### config.mk
export PLATFORM = sky130hd
export DESIGN_NAME = fifo_reader_flat
export DESIGN_NICKNAME = d
export VERILOG_FILES = /design/src/rtl/fifo_reader_if.sv /design/src/rtl/fifo_reader.sv /design/src/flat_wrapper.sv
export SDC_FILE = /design/constraint.sdc
export NUM_CORES = 1
export LEC_CHECK = 0
export CORE_ASPECT_RATIO = 0.6
export CORE_UTILIZATION = 38
export DETAILED_ROUTE_END_ITERATION = 10
export RECOVER_POWER = 50
export REMOVE_ABC_BUFFERS = 1
export SKIP_LAST_GASP = 1
export SLEW_MARGIN = 20
export SYNTH_ARGS = -nofsm -noshare
export SYNTH_HDL_FRONTEND = slang
export SYNTH_SLANG_ARGS = --single-unit
### constraint.sdc
create_clock -name clk -period 4.15 [get_ports clk]
set_input_delay 0.83 -clock clk [delete_from_list [all_inputs] [get_ports clk]]
set_output_delay 0.83 -clock clk [all_outputs]
set_load 0.01 [all_outputs]
### src/rtl/fifo_reader_if.sv
// Bus bundle for fifo_reader: FIFO read port plus downstream valid/ready port.
// words_read is present only when FIFO_READER_COUNT_EN is defined.
interface fifo_reader_if #(
    parameter int DATA_WIDTH = 12,
    parameter int CNT_WIDTH  = 16
);
    logic [DATA_WIDTH-1:0] FIFO_data_out;
    logic                  FIFO_empty;
    logic                  FIFO_almost_empty;
    logic                  read_enable;
    logic [DATA_WIDTH-1:0] data_out;
    logic                  valid_out;
    logic                  ready_in;
`ifdef FIFO_READER_COUNT_EN
    logic [CNT_WIDTH-1:0]  words_read;
`else
    if (CNT_WIDTH < 1) begin : g_cnt_width_check
        $error("CNT_WIDTH must be at least 1");
    end
`endif

    // master: the reader itself; slave: the FIFO and downstream consumer
    modport master (
        input  FIFO_data_out, FIFO_empty, FIFO_almost_empty, ready_in,
`ifdef FIFO_READER_COUNT_EN
        output words_read,
`endif
        output read_enable, data_out, valid_out
    );

    modport slave (
        output FIFO_data_out, FIFO_empty, FIFO_almost_empty, ready_in,
`ifdef FIFO_READER_COUNT_EN
        input  words_read,
`endif
        input  read_enable, data_out, valid_out
    );
endinterface

### src/rtl/fifo_reader.sv
// Read-side FIFO controller with a 2-entry skid buffer absorbing the FIFO's read latency.
// Optional delivered-word counter enabled by defining FIFO_READER_COUNT_EN.
module fifo_reader #(
    parameter int DATA_WIDTH = 12,
    parameter int CNT_WIDTH  = 16
) (
    input  logic          clk,
    input  logic          Reset,
    fifo_reader_if.master bus
);
    typedef enum logic [1:0] {IDLE, FILL, FULL} state_e;

    state_e                state_q, state_d;
    logic                  inflight_q, inflight_d;
    logic [1:0]            buf_cnt_q, buf_cnt_d;
    logic [DATA_WIDTH-1:0] head_q, head_d;
    logic [DATA_WIDTH-1:0] tail_q, tail_d;
    logic                  valid, pop, rd_en;
    logic [2:0]            occupancy;

    always_comb begin
        valid     = (buf_cnt_q != 2'd0);
        pop       = valid && bus.ready_in;
        occupancy = {1'b0, buf_cnt_q} + {2'b00, inflight_q} - {2'b00, pop};
        // Flags lag a pop by one cycle, so near empty a read never follows a read.
        rd_en     = !Reset && !bus.FIFO_empty && (occupancy < 3'd2)
                    && !(bus.FIFO_almost_empty && inflight_q);

        inflight_d = rd_en;
        buf_cnt_d  = buf_cnt_q;
        head_d     = head_q;
        tail_d     = tail_q;
        case ({inflight_q, pop})
            2'b01: begin
                head_d    = tail_q;
                buf_cnt_d = buf_cnt_q - 2'd1;
            end
            2'b10: begin
                if (buf_cnt_q == 2'd0) head_d = bus.FIFO_data_out;
                else                   tail_d = bus.FIFO_data_out;
                buf_cnt_d = buf_cnt_q + 2'd1;
            end
            2'b11: begin
                if (buf_cnt_q == 2'd1) begin
                    head_d = bus.FIFO_data_out;
                end else begin
                    head_d = tail_q;
                    tail_d = bus.FIFO_data_out;
                end
            end
            default: ;
        endcase

        state_d = state_q;
        case (state_q)
            IDLE: if (rd_en) state_d = FILL;
            FILL: begin
                if (buf_cnt_d == 2'd2)                        state_d = FULL;
                else if (buf_cnt_d == 2'd0 && !inflight_d)    state_d = IDLE;
            end
            FULL: if (pop) state_d = FILL;
            default: state_d = IDLE;
        endcase
    end

    always_ff @(posedge clk) begin
        if (Reset) begin
            state_q    <= IDLE;
            inflight_q <= 1'b0;
            buf_cnt_q  <= 2'd0;
            head_q     <= '0;
            tail_q     <= '0;
        end else begin
            state_q    <= state_d;
            inflight_q <= inflight_d;
            buf_cnt_q  <= buf_cnt_d;
            head_q     <= head_d;
            tail_q     <= tail_d;
        end
    end

    assign bus.read_enable = rd_en;
    assign bus.data_out    = head_q;
    assign bus.valid_out   = valid;

`ifdef FIFO_READER_COUNT_EN
    logic [CNT_WIDTH-1:0] cnt_q, cnt_d;

    always_comb begin
        cnt_d = cnt_q;
        if (pop && cnt_q != '1) cnt_d = cnt_q + CNT_WIDTH'(1);
    end

    always_ff @(posedge clk) begin
        if (Reset) cnt_q <= '0;
        else       cnt_q <= cnt_d;
    end

    assign bus.words_read = cnt_q;
`else
    if (CNT_WIDTH < 1) begin : g_cnt_width_check
        $error("CNT_WIDTH must be at least 1");
    end
`endif
endmodule

### src/flat_wrapper.sv
// flat-port wrapper written by rule: the top's interface ports become plain ports
module fifo_reader_flat 
#(
    parameter int DATA_WIDTH = 12,
    parameter int CNT_WIDTH  = 16
)
  (clk, Reset, bus_FIFO_data_out, bus_FIFO_empty, bus_FIFO_almost_empty, bus_ready_in, bus_read_enable, bus_data_out, bus_valid_out);
  fifo_reader_if #(.DATA_WIDTH(DATA_WIDTH), .CNT_WIDTH(CNT_WIDTH)) bus_i ();
  input  logic clk;
  input  logic Reset;
  input wire logic [$bits(bus_i.FIFO_data_out)-1:0] bus_FIFO_data_out;
  input wire logic [$bits(bus_i.FIFO_empty)-1:0] bus_FIFO_empty;
  input wire logic [$bits(bus_i.FIFO_almost_empty)-1:0] bus_FIFO_almost_empty;
  input wire logic [$bits(bus_i.ready_in)-1:0] bus_ready_in;
  output wire logic [$bits(bus_i.read_enable)-1:0] bus_read_enable;
  output wire logic [$bits(bus_i.data_out)-1:0] bus_data_out;
  output wire logic [$bits(bus_i.valid_out)-1:0] bus_valid_out;
  assign bus_i.FIFO_data_out = bus_FIFO_data_out;
  assign bus_i.FIFO_empty = bus_FIFO_empty;
  assign bus_i.FIFO_almost_empty = bus_FIFO_almost_empty;
  assign bus_i.ready_in = bus_ready_in;
  assign bus_read_enable = bus_i.read_enable;
  assign bus_data_out = bus_i.data_out;
  assign bus_valid_out = bus_i.valid_out;
  fifo_reader #(.DATA_WIDTH(DATA_WIDTH), .CNT_WIDTH(CNT_WIDTH)) u_core (.clk(clk), .Reset(Reset), .bus(bus_i));
endmodule
==> key figures, run 1 <==
Clock tree
  • CTS tree: yes
  • Post-CTS Setup Bufs: 0
  • Cts hold-fix bufs: 0
  • Root Buffer: clkbuf_8
  • Cts bufs inserted: 3
  • Clk_lat worst skew: 0.27 ns
  • CTS HTree Levels: 1
  • CTS max path bufs: 2
  • Post_cts resized: 0
  • Clock sinks: 27
  • Clock transition at path regs: ~0.090 ns

STA
  • Slew @ Worst Pin: approximately 0.7 ns
  • Fmax: 0.267 GHz
  • Relative slew slack: 0.527
  • Unrepaired setup endpoints after global routing: false
  • Setup TNS: 0 ns
  • Min cycle time layout: roughly 3.7 ns
  • Setup violators final: 0
  • Setup ws final: 0.404 ns
  • Endpoints failing hold: 0
  • Final Hold Slack: ~0.48 ns
  • Clock skew after layout: approximately 0.003 ns
  • Fin. max-slew vios: 0
  • Final worst-path cycle share: 0.903

Yosys
  • Synth unique cells: 26
  • Synth area leaders: dfxtp_1 (39%), nand2b_1 (11%), mux2i_1 (9.3%), a311oi_1 (7.5%), o211ai_1 (6.4%)
  • Yosys reg bits: 27
  • Post-synth top area cell: dfxtp_1
  • Main synth FF type: dfxtp_1
  • Post-synthesis average cell area: 9.20 um^2
  • Post-synthesis sequential area ratio: 0.386
  • Cells after Synth: 152
  • Async SR Flop Fraction: 0
  • YS warnings: 0
  • EDFF count, synth: 0
  • Mapped Area: 1400 um^2
  • Yosys top cell area share: 0.386

Placement
  • Dpl hpwl: 2190 um
  • DP Area: about 1700 um^2
  • RD Place Congestion: 0.800
  • Placed cell count: 219
  • Pre-CTS WS: 0.0728 ns
  • Port Buf Inserts: 30

Global route
  • Vias in the first global route: between 1,000 and 1,500
  • First-pass GRT wire length: roughly 5300 um
  • Initial antenna violation count: 0
  • Tot GR Track Use: 0.176
  • Largest net degree at the start of global routing: 39
  • Grt ovf: 0

Routing
  • DR WL/cell: approximately 14 um
  • DRC errors left: 0
  • Antenna Nets Post-Route: 0
  • Via count: ~1,200
  • Number of vias per cell: roughly 5.3
  • DRT iter0 DRCs: 86
  • Drt pass-1 iters: 4
  • Total wire length: 3180 um

Hold path
  • Worst hold start: u_core.tail_q[6]$_SDFFE_PP0P_
  • Worst hold path class: flip-flop to flip-flop
  • Hold-critical path depth: 2
  • Hold endpoint: u_core.tail_q[6]$_SDFFE_PP0P_

Worst setup path
  • R2r setup slk: 1.09 ns
  • Critical path, cell by cell: dlygate4sd3_1, nand2_1, ha_1, nand2b_1, fa_1, nand2_1, a211oi_1, dlymetal6s2s_1
  • CP delay by family, top: adder cells
  • Critical path's most frequent cell: nand2_1
  • Crit path from: bus_ready_in
  • Worst path slowest cell: dlygate4sd3_1
  • Crit end category: output pin
  • Worst-path fanout max: 3
  • CP Launch Type: input port
  • WS Path Type: input port to output pin
  • Worst Reg2Reg Path Length in Cells: 10
  • WP buf/inv: 2
  • Crit path required time: 3.32 ns
  • CP Depth: 8
  • Crit path arrival time: 2.92 ns
  • RR Endpoint: u_core.tail_q[11]$_SDFFE_PP0P_
  • Crit path largest cell delay: about 0.54 ns
  • Reg-to-reg startpoint: u_core.buf_cnt_q[1]$_SDFFE_PP0N_

Layout
  • Fin area: 1750 um^2
  • Nets: 200
  • Layout cells sized above 1: 0.0449
  • Post-Layout Cell Count: between 200 and 250
  • Syn-to-layout area delta: 25.4%
  • Diode count: 0
  • Layout fillers: 315
  • Final Util: 0.518

Die
  • Initial core utilization: 0.413
  • I/O pin total: 31
  • FP Rows: 16
  • Floorplan die height: 49.0 um
  • Die area: 3940 um^2
  • Core Footprint: 3380 um^2
  • Die W: 80.3 um

Power and ir drop
  • PwrDens: 578 nW/um^2
  • Max IR drop VDD: 0.000262 V
  • Tot Pwr: approximately 1.0 mW
  • Cell leakage power: between 0.6 and 0.7 nW

Run status
  • Status: finished clean

Run
  • Max_cap viols: 0
[power by group]
part / leakage, nW / switching (mW) / internal [mW]
Combinational: 0.386 / 0.246 / 0.230
Sequential: 0.220 / 0.0476 / 0.341
Clock: 0.0228 / 0.0799 / 0.0688
[cells by family after synthesis]
kind of cell / Yosys count / synth area share
mux: 14 / 0.101
compound gates: 41 / 0.210
flops: 27 / 0.386
simple gates: 48 / 0.187
fa+ha+maj: 4 / 0.0411
buf+inv: 16 / 0.0617
xor+xnor: 2 / 0.0125
[worst min-delay path: cells and delay by family (launching register included)]
family           cells  cell delay, ns
flip-flops           1            0.32
AND/OR/NAND/NOR      1            0.06
multiplexers         1            0.05
[layout make-up]
cell class / instances / area [um^2] / share of cell area
well taps: 45 / 56.3 / 0.0321
inverters: 4 / 15.0 / 0.00856
clock buffers: 4 / 45.0 / 0.0257
multi-input cells: 109 / 768 / 0.438
repair buffers: 34 / 329 / 0.188
flip-flops and latches: 27 / 541 / 0.308
[routing by layer]
layer	wire length (um)	vias to the layer above	track usage
li1	-	597	-
met1	1640	559	0.233
met2	1380	24	0.286
met3	142	2	0.0505
met4	19	0	0.0357
met5	0	-	0
[placed cells by master (no fill, tap or decap), types with 4 or more instances in the layout]
master	n
a311oi_1	12
clkdlybuf4s50_1	16
dfxtp_1	27
dlygate4sd3_1	13
inv_1	4
mux2i_1	13
nand2b_1	25
nor2_1	16
o211ai_1	12
o21ai_0	12
[cells in the mapped netlist, types with 2 or more instances]
cell type / n
dfxtp_1: 27
nand2b_1: 25
nor2_1: 16
mux2i_1: 13
a311oi_1: 12
o211ai_1: 12
o21ai_0: 12
clkbuf_1: 5
inv_1: 4
buf_2: 3
ha_1: 3
nand2_1: 3
a211oi_1: 2
and3b_1: 2
buf_6: 2
[flip-flops by register name (all words and copies together), names as in the netlist]
signal and flops:
u_core.tail_q 12, u_core.inflight_q 1, u_core.buf_cnt_q 2, u_core.bus.data_out 12
[worst max-delay path by stage]
| stage | endpoint | slack (ns) |
|---|---|---|
| 2_1_floorplan | bus_read_enable | 1.06 |
| 3_3_place_gp | bus_read_enable | 0.15 |
| 3_5_place_dp | bus_read_enable | 0.07 |
| 4_1_cts | bus_read_enable | 0.07 |
| 5_1_grt | bus_read_enable | 0.30 |
| 6_report | bus_read_enable | 0.40 |
Note: power is estimated with default switching activity, not from simulation.
==> inputs of run 2 (changes only) <==
Settings changed: SETUP_SLACK_MARGIN from default to 0.2.
==> run 2 against run 1 <==
Net effect: design area is 0.21% lower; global-route usage is the same; cell count unchanged; fmax is 2.8% lower; via count unchanged; first-iteration DRC count is the same; largest cell class unchanged; largest power group unchanged; worst hold slack unchanged; die area stayed put; critical endpoint unchanged; combinational power barely moved; clock power about the same; sequential cell count unchanged; critical path depth did not move.
==> key figures, run 2 (synthesis gave the netlist of run 1 again) <==
Worst setup path
  • Reg-to-reg startpoint: u_core.buf_cnt_q[1]$_SDFFE_PP0N_
  • CP Launch Type: input port
  • Crit end category: output pin
  • RR Endpoint: u_core.tail_q[11]$_SDFFE_PP0P_
  • Crit path required time: 3.32 ns
  • R2r setup slk: 1.09 ns
  • Worst-path fanout max: 3
  • Worst Reg2Reg Path Length in Cells: 10
  • WS Path Type: input port to output pin
  • Crit path arrival time: 3.02 ns

Power and ir drop
  • Cell leakage power: 0.617 nW
  • PwrDens: 578 nW/um^2
  • Max IR drop VDD: around 0.00026 V

STA
  • Endpoints failing hold: 0
  • Setup ws final: 0.296 ns
  • Clock skew after layout: 0.00308 ns
  • Final worst-path cycle share: 0.929
  • Fin. max-slew vios: 0
  • Setup TNS: 0 ns
  • Setup violators final: 0
  • Relative slew slack: 0.527
  • Unrepaired setup endpoints after global routing: false
  • Slew @ Worst Pin: 0.709 ns
  • Fmax: between 0.2 and 0.3 GHz
  • Min cycle time layout: 3.85 ns

Hold path
  • Hold-critical path depth: 2
  • Worst hold start: u_core.tail_q[6]$_SDFFE_PP0P_
  • Worst hold path class: flip-flop to flip-flop
  • Hold endpoint: u_core.tail_q[6]$_SDFFE_PP0P_

Clock tree
  • Clock transition at path regs: 0.09 ns
  • Root Buffer: clkbuf_8
  • CTS max path bufs: 2
  • Clk_lat worst skew: 0.27 ns
  • Post-CTS Setup Bufs: 0
  • Cts bufs inserted: 3
  • Clock sinks: 27
  • CTS tree: yes
  • CTS HTree Levels: 1

Run
  • Max_cap viols: 0

Placement
  • Dpl hpwl: 2190 um
  • Placed cell count: approximately 220
  • Pre-CTS WS: between 0.07 and 0.08 ns
  • RD Place Congestion: 0.800
  • Port Buf Inserts: 30

Routing
  • Number of vias per cell: between 5 and 6
  • Antenna Nets Post-Route: 0
  • DR WL/cell: 14.2 um
  • Drt pass-1 iters: 4
  • Via count: 1,182
  • Total wire length: 3180 um
  • DRT iter0 DRCs: 86
  • DRC errors left: 0

Die
  • Die area: ~4000 um^2
  • Die W: 80.3 um
  • Core Footprint: 3380 um^2
  • Floorplan die height: 49.0 um
  • Initial core utilization: 0.413
  • FP Rows: 16
  • I/O pin total: 31

Layout
  • Diode count: 0
  • Syn-to-layout area delta: 25.1%
  • Layout cells sized above 1: 0.0449
  • Most common cell after layout, fill and taps aside: dfxtp_1
  • Layout fillers: 316
  • Nets: 200
  • Post-Layout Cell Count: 223
  • Commonest cells after routing, fill and taps aside: dfxtp_1 (27), nand2b_1 (25), nor2_1 (16), clkdlybuf4s50_1 (16)

Global route
  • First-pass GRT wire length: 5260 um
  • Vias in the first global route: about 1,100
  • Grt ovf: 0
  • Initial antenna violation count: 0
  • Largest net degree at the start of global routing: 39
  • Tot GR Track Use: 0.176

Run status
  • Status: finished clean
## run 2: cell types whose count changed in the layout (fill, tap and decap cells not counted)
cell            delta
dlymetal6s2s_1     -1
dlygate4sd2_1      +1
## run 2: area by class of cell
class | instances | area [um^2] | share of cell area
inverters | 4 | 15.0 | 0.00858
clock buffers | 4 | 45.0 | 0.0257
multi-input cells | 109 | 768 | 0.439
repair buffers | 34 | 325 | 0.186
well taps | 45 | 56.3 | 0.0322
flip-flops and latches | 27 | 541 | 0.309
## run 2: worst max-delay path, stage by stage
cell           delay (ns)
dlygate4sd3_1        0.54
nand2_1              0.07
ha_1                 0.35
nand2b_1             0.18
fa_1                 0.49
nand2_1              0.07
a211oi_1             0.20
dlygate4sd2_1        0.29
## run 2: timing repair
item / 4_1_cts / 5_1_grt
endpoints found under the setup margin: 1 / 0
hold buffers: 0 / 0
gates resized for setup: 1 / 0
## run 2: per-layer routing
metal / wire length [um] / vias up / global-route usage
li1: - / 597 / -
met1: 1640 / 559 / 0.233
met2: 1380 / 24 / 0.286
met3: 142 / 2 / 0.0505
met4: 19 / 0 / 0.0357
met5: 0 / - / 0
## run 2: worst max path at each step
stage | start | to | slack (ns)
finish | bus_ready_in | bus_read_enable | 0.30
global route | bus_ready_in | bus_read_enable | 0.19
detailed placement | bus_ready_in | bus_read_enable | 0.07
global placement | bus_ready_in | bus_read_enable | 0.15
floorplan | u_core.buf_cnt_q[1]$_SDFFE_PP0N_ | bus_read_enable | 1.06
CTS | bus_ready_in | bus_read_enable | 0.36
## run 2: where the power goes
part / switching, mW / leakage (nW) / internal, mW
Sequential: 0.0476 / 0.220 / 0.341
Combinational: 0.246 / 0.374 / 0.228
Clock: 0.0799 / 0.0228 / 0.0688
Total: 0.374 / 0.617 / 0.638
## run 2: through the flow
| step | area (um^2) | hold slack, ns | power [mW] | util |
|---|---|---|---|---|
| after floorplan | 1330 | 0.449 | 0.682 | - |
| after global placement | 1710 | 0.459 | 0.895 | 0.507 |
| after detailed placement | 1710 | 0.466 | 0.904 | 0.507 |
| after CTS | 1760 | 0.480 | 1.05 | 0.520 |
| after global routing | 1750 | 0.508 | 1.09 | 0.517 |
| final | 1750 | 0.478 | 1.01 | 0.517 |
==> inputs of run 3 (changes only) <==
Settings changed: ABC_AREA from default to 1, CORE_UTILIZATION 38 to 55, HOLD_SLACK_MARGIN from default to 0.02, PLACE_DENSITY from default to 0.85.
==> run 3 against run 2 <==
Net effect: sequential power is 17% higher; die area down 23%; worst hold slack gained 0.040 ns; count of clock-buffer cells in the layout did not move; clock power hardly changed; via count rose by 37%; routed wire length increased by 16%; cell count rose by 38%; synthesized area grew 10%; sequential share of layout area down 1.9 points; critical path type is now flip-flop to output pin; largest cell class unchanged; highest routed layer unchanged.
==> key figures, run 3 <==
STA
  • Fin. max-slew vios: 0
  • Setup ws final: 0.460 ns
  • Clock skew after layout: 0.00620 ns
  • Endpoints failing hold: 0
  • Slew @ Worst Pin: 0.885 ns
  • Fmax: 0.271 GHz
  • Setup TNS: 0 ns
  • Min cycle time layout: between 3 and 4 ns
  • Relative slew slack: 0.408
  • Final Hold Slack: 0.518 ns
  • Setup violators final: 0
  • Unrepaired setup endpoints after global routing: false
  • Final worst-path cycle share: 0.889

Worst setup path
  • Worst-path fanout max: 4
  • Critical path, cell by cell: inv_1, ha_1, inv_1, nand2_1, ha_1, nor2_1, inv_1, fa_1, xnor2_1, nand3_1, a21oi_1, dlygate4sd2_1
  • Crit path arrival time: 2.86 ns
  • Crit end category: output pin
  • Crit path required time: 3.32 ns
  • WP buf/inv: 4
  • WS Path Type: flip-flop to output pin
  • CP Launch Type: flip-flop
  • Worst path slowest cell: dfxtp_1
  • Crit path largest cell delay: around 0.40 ns
  • Critical path's most frequent cell: inv_1
  • CP delay by family, top: adder cells

Run status
  • Status: finished clean

Yosys
  • Post-synth top area cell: dfxtp_1
  • Yosys reg bits: 27
  • Mapped Area: 1550 um^2
  • EDFF count, synth: 0
  • YS warnings: 0
  • Post-synthesis average cell area: 6.08 um^2
  • Cells after Synth: 254
  • Synth unique cells: 20
  • Post-synthesis sequential area ratio: 0.350
  • Synth area leaders: dfxtp_1 (35%), nand2_1 (21%), nor2_1 (13%), nand3_1 (8.1%), inv_1 (5.1%)
  • Async SR Flop Fraction: 0
  • Yosys top cell area share: 0.350
  • Count leader, synth: nand2_1
  • Synth top cells by count: nand2_1 (88), nor2_1 (52), dfxtp_1 (27), nand3_1 (25), inv_1 (21)
  • Main synth FF type: dfxtp_1

Die
  • Floorplan die height: 43.1 um
  • Initial core utilization: 0.600
  • I/O pin total: 31
  • Die W: slightly above 70 um
  • Core Footprint: 2570 um^2
  • Die area: around 3000 um^2
  • FP Rows: 14

Placement
  • Placed cell count: just over 300
  • RD Place Congestion: 0.899
  • Port Buf Inserts: 30
  • DP Area: 1820 um^2
  • Dpl hpwl: 2460 um
  • Pre-CTS WS: 0.00730 ns

Layout
  • Layout cells sized above 1: 0.0217
  • Nets: 298
  • Commonest cells after routing, fill and taps aside: nand2_1 (89), nor2_1 (52), dfxtp_1 (27)
  • Reg area: 541 um^2
  • Fin area: 1860 um^2
  • Post-Layout Cell Count: 308
  • Layout fillers: 238
  • Syn-to-layout area delta: 20.6%
  • Final Util: 0.724
  • Most common cell after layout, fill and taps aside: nand2_1
  • Multi-input gate area: 855 um^2
  • Diode count: 0

Global route
  • GR Layer Usage met2: 0.400
  • Tot GR Track Use: 0.263
  • Grt met3 use: 0.0594
  • Vias in the first global route: 1,334
  • Busiest grt layer: met2
  • Grt ovf: 0
  • Largest net degree at the start of global routing: 26
  • Initial antenna violation count: 0
  • First-pass GRT wire length: 6240 um
  • Grt met1 use: 0.386

Clock tree
  • CTS max path bufs: 2
  • Cts hold-fix bufs: 0
  • Root Buffer: clkbuf_8
  • Cts bufs inserted: 3
  • Clock sinks: 27
  • Clock transition at path regs: about 0.09 ns
  • CTS HTree Levels: 1
  • Clk_lat worst skew: 0.27 ns
  • CTS tree: yes

Routing
  • Via count: 1,619
  • DR WL/cell: 11.9 um
  • Drt pass-1 iters: 5
  • DRT iter0 DRCs: 186
  • Antenna Nets Post-Route: 0
  • Total wire length: 3670 um
  • Number of vias per cell: ~5.3
  • DRC errors left: 0

Power and ir drop
  • P_int: 755 uW
  • Net switching power: roughly 610 uW
  • Cell leakage power: between 0.9 and 1 nW
  • Flop pwr share: 0.333
  • Clock share of power: 0.109
  • Sw frac: 0.447
  • Combinational share of power: 0.558
  • PwrDens: 733 nW/um^2
  • Max IR drop VDD: 0.000356 V
  • Tot Pwr: roughly 1.4 mW

Hold path
  • Worst hold path class: flip-flop to flip-flop

Run
  • Max_cap viols: 0
[run 3: cell types whose count changed in the layout (fill, tap and decap cells not counted), sizes merged, moves of 3 or more]
cell	delta
a311oi	-12
inv	+18
a21oi	+3
nand2b	-25
mux2i	-13
nand2	+87
nand3	+27
o211ai	-12
buf	-3
nor2	+36
[run 3: logic make-up (layout without fill, tap and decap cells)]
group | after synthesis | after routing | share of synthesized area
AO/OA/AOI/OAI | 17 | 17 | 0.0551
buffers and inverters | 34 | 56 | 0.0955
AND/OR/NAND/NOR | 170 | 170 | 0.451
flip-flops | 27 | 27 | 0.350
adder cells (fa/ha/maj) | 4 | 4 | 0.0373
XOR/XNOR | 2 | 2 | 0.0113
[run 3: final timing paths]
| check | startpoint | end | slack [ns] | depth (start not counted) |
|---|---|---|---|---|
| setup / recovery | u_core.buf_cnt_q[1]$_SDFFE_PP0N_ | bus_read_enable | 0.46 | 12 |
| setup reg to reg | u_core.buf_cnt_q[1]$_SDFFE_PP0N_ | u_core.tail_q[2]$_SDFFE_PP0P_ | 1.54 | 11 |
| hold / removal | u_core.buf_cnt_q[0]$_SDFFE_PP0N_ | u_core.buf_cnt_q[0]$_SDFFE_PP0N_ | 0.52 | 2 |
| hold reg to reg | u_core.buf_cnt_q[0]$_SDFFE_PP0N_ | u_core.buf_cnt_q[0]$_SDFFE_PP0N_ | 0.52 | 2 |
[run 3: final cells by class]
type                       instances  area share
tap                               32      0.0215
sequential                        27       0.290
timing repair buffer              30       0.162
clock buffer                       4      0.0242
multi-input combinational        193       0.458
inverter                          22      0.0443
[run 3: tightest hold or removal path: cells and delay by family, from the launching register on]
kind	cells	cell delay, ns
buf+inv	1	0.09
compound gates	1	0.07
flops	1	0.32
[run 3: power by group through the flow]
stage               clock network, mW  logic (mW)  registers [mW]
floorplan                           0       0.485           0.475
global placement                    0       0.760           0.456
detailed placement                  0       0.777           0.459
CTS                             0.152       0.779           0.454
global route                    0.162       0.867           0.473
finish                          0.149       0.762           0.455
[run 3: layer usage]
layer	wire length (um)	share of wire
met4	17	0.0046
met3	339	0.092
met2	1560	0.42
met1	1750	0.48
met5	0	0
[run 3: what timing repair did]
| action | 4_1_cts | 5_1_grt |
|---|---|---|
| endpoints found under the setup margin | 1 | 1 |
| resized for setup | 1 | 1 |
| setup buffers | 0 | 0 |
| pin swaps | 0 | 1 |
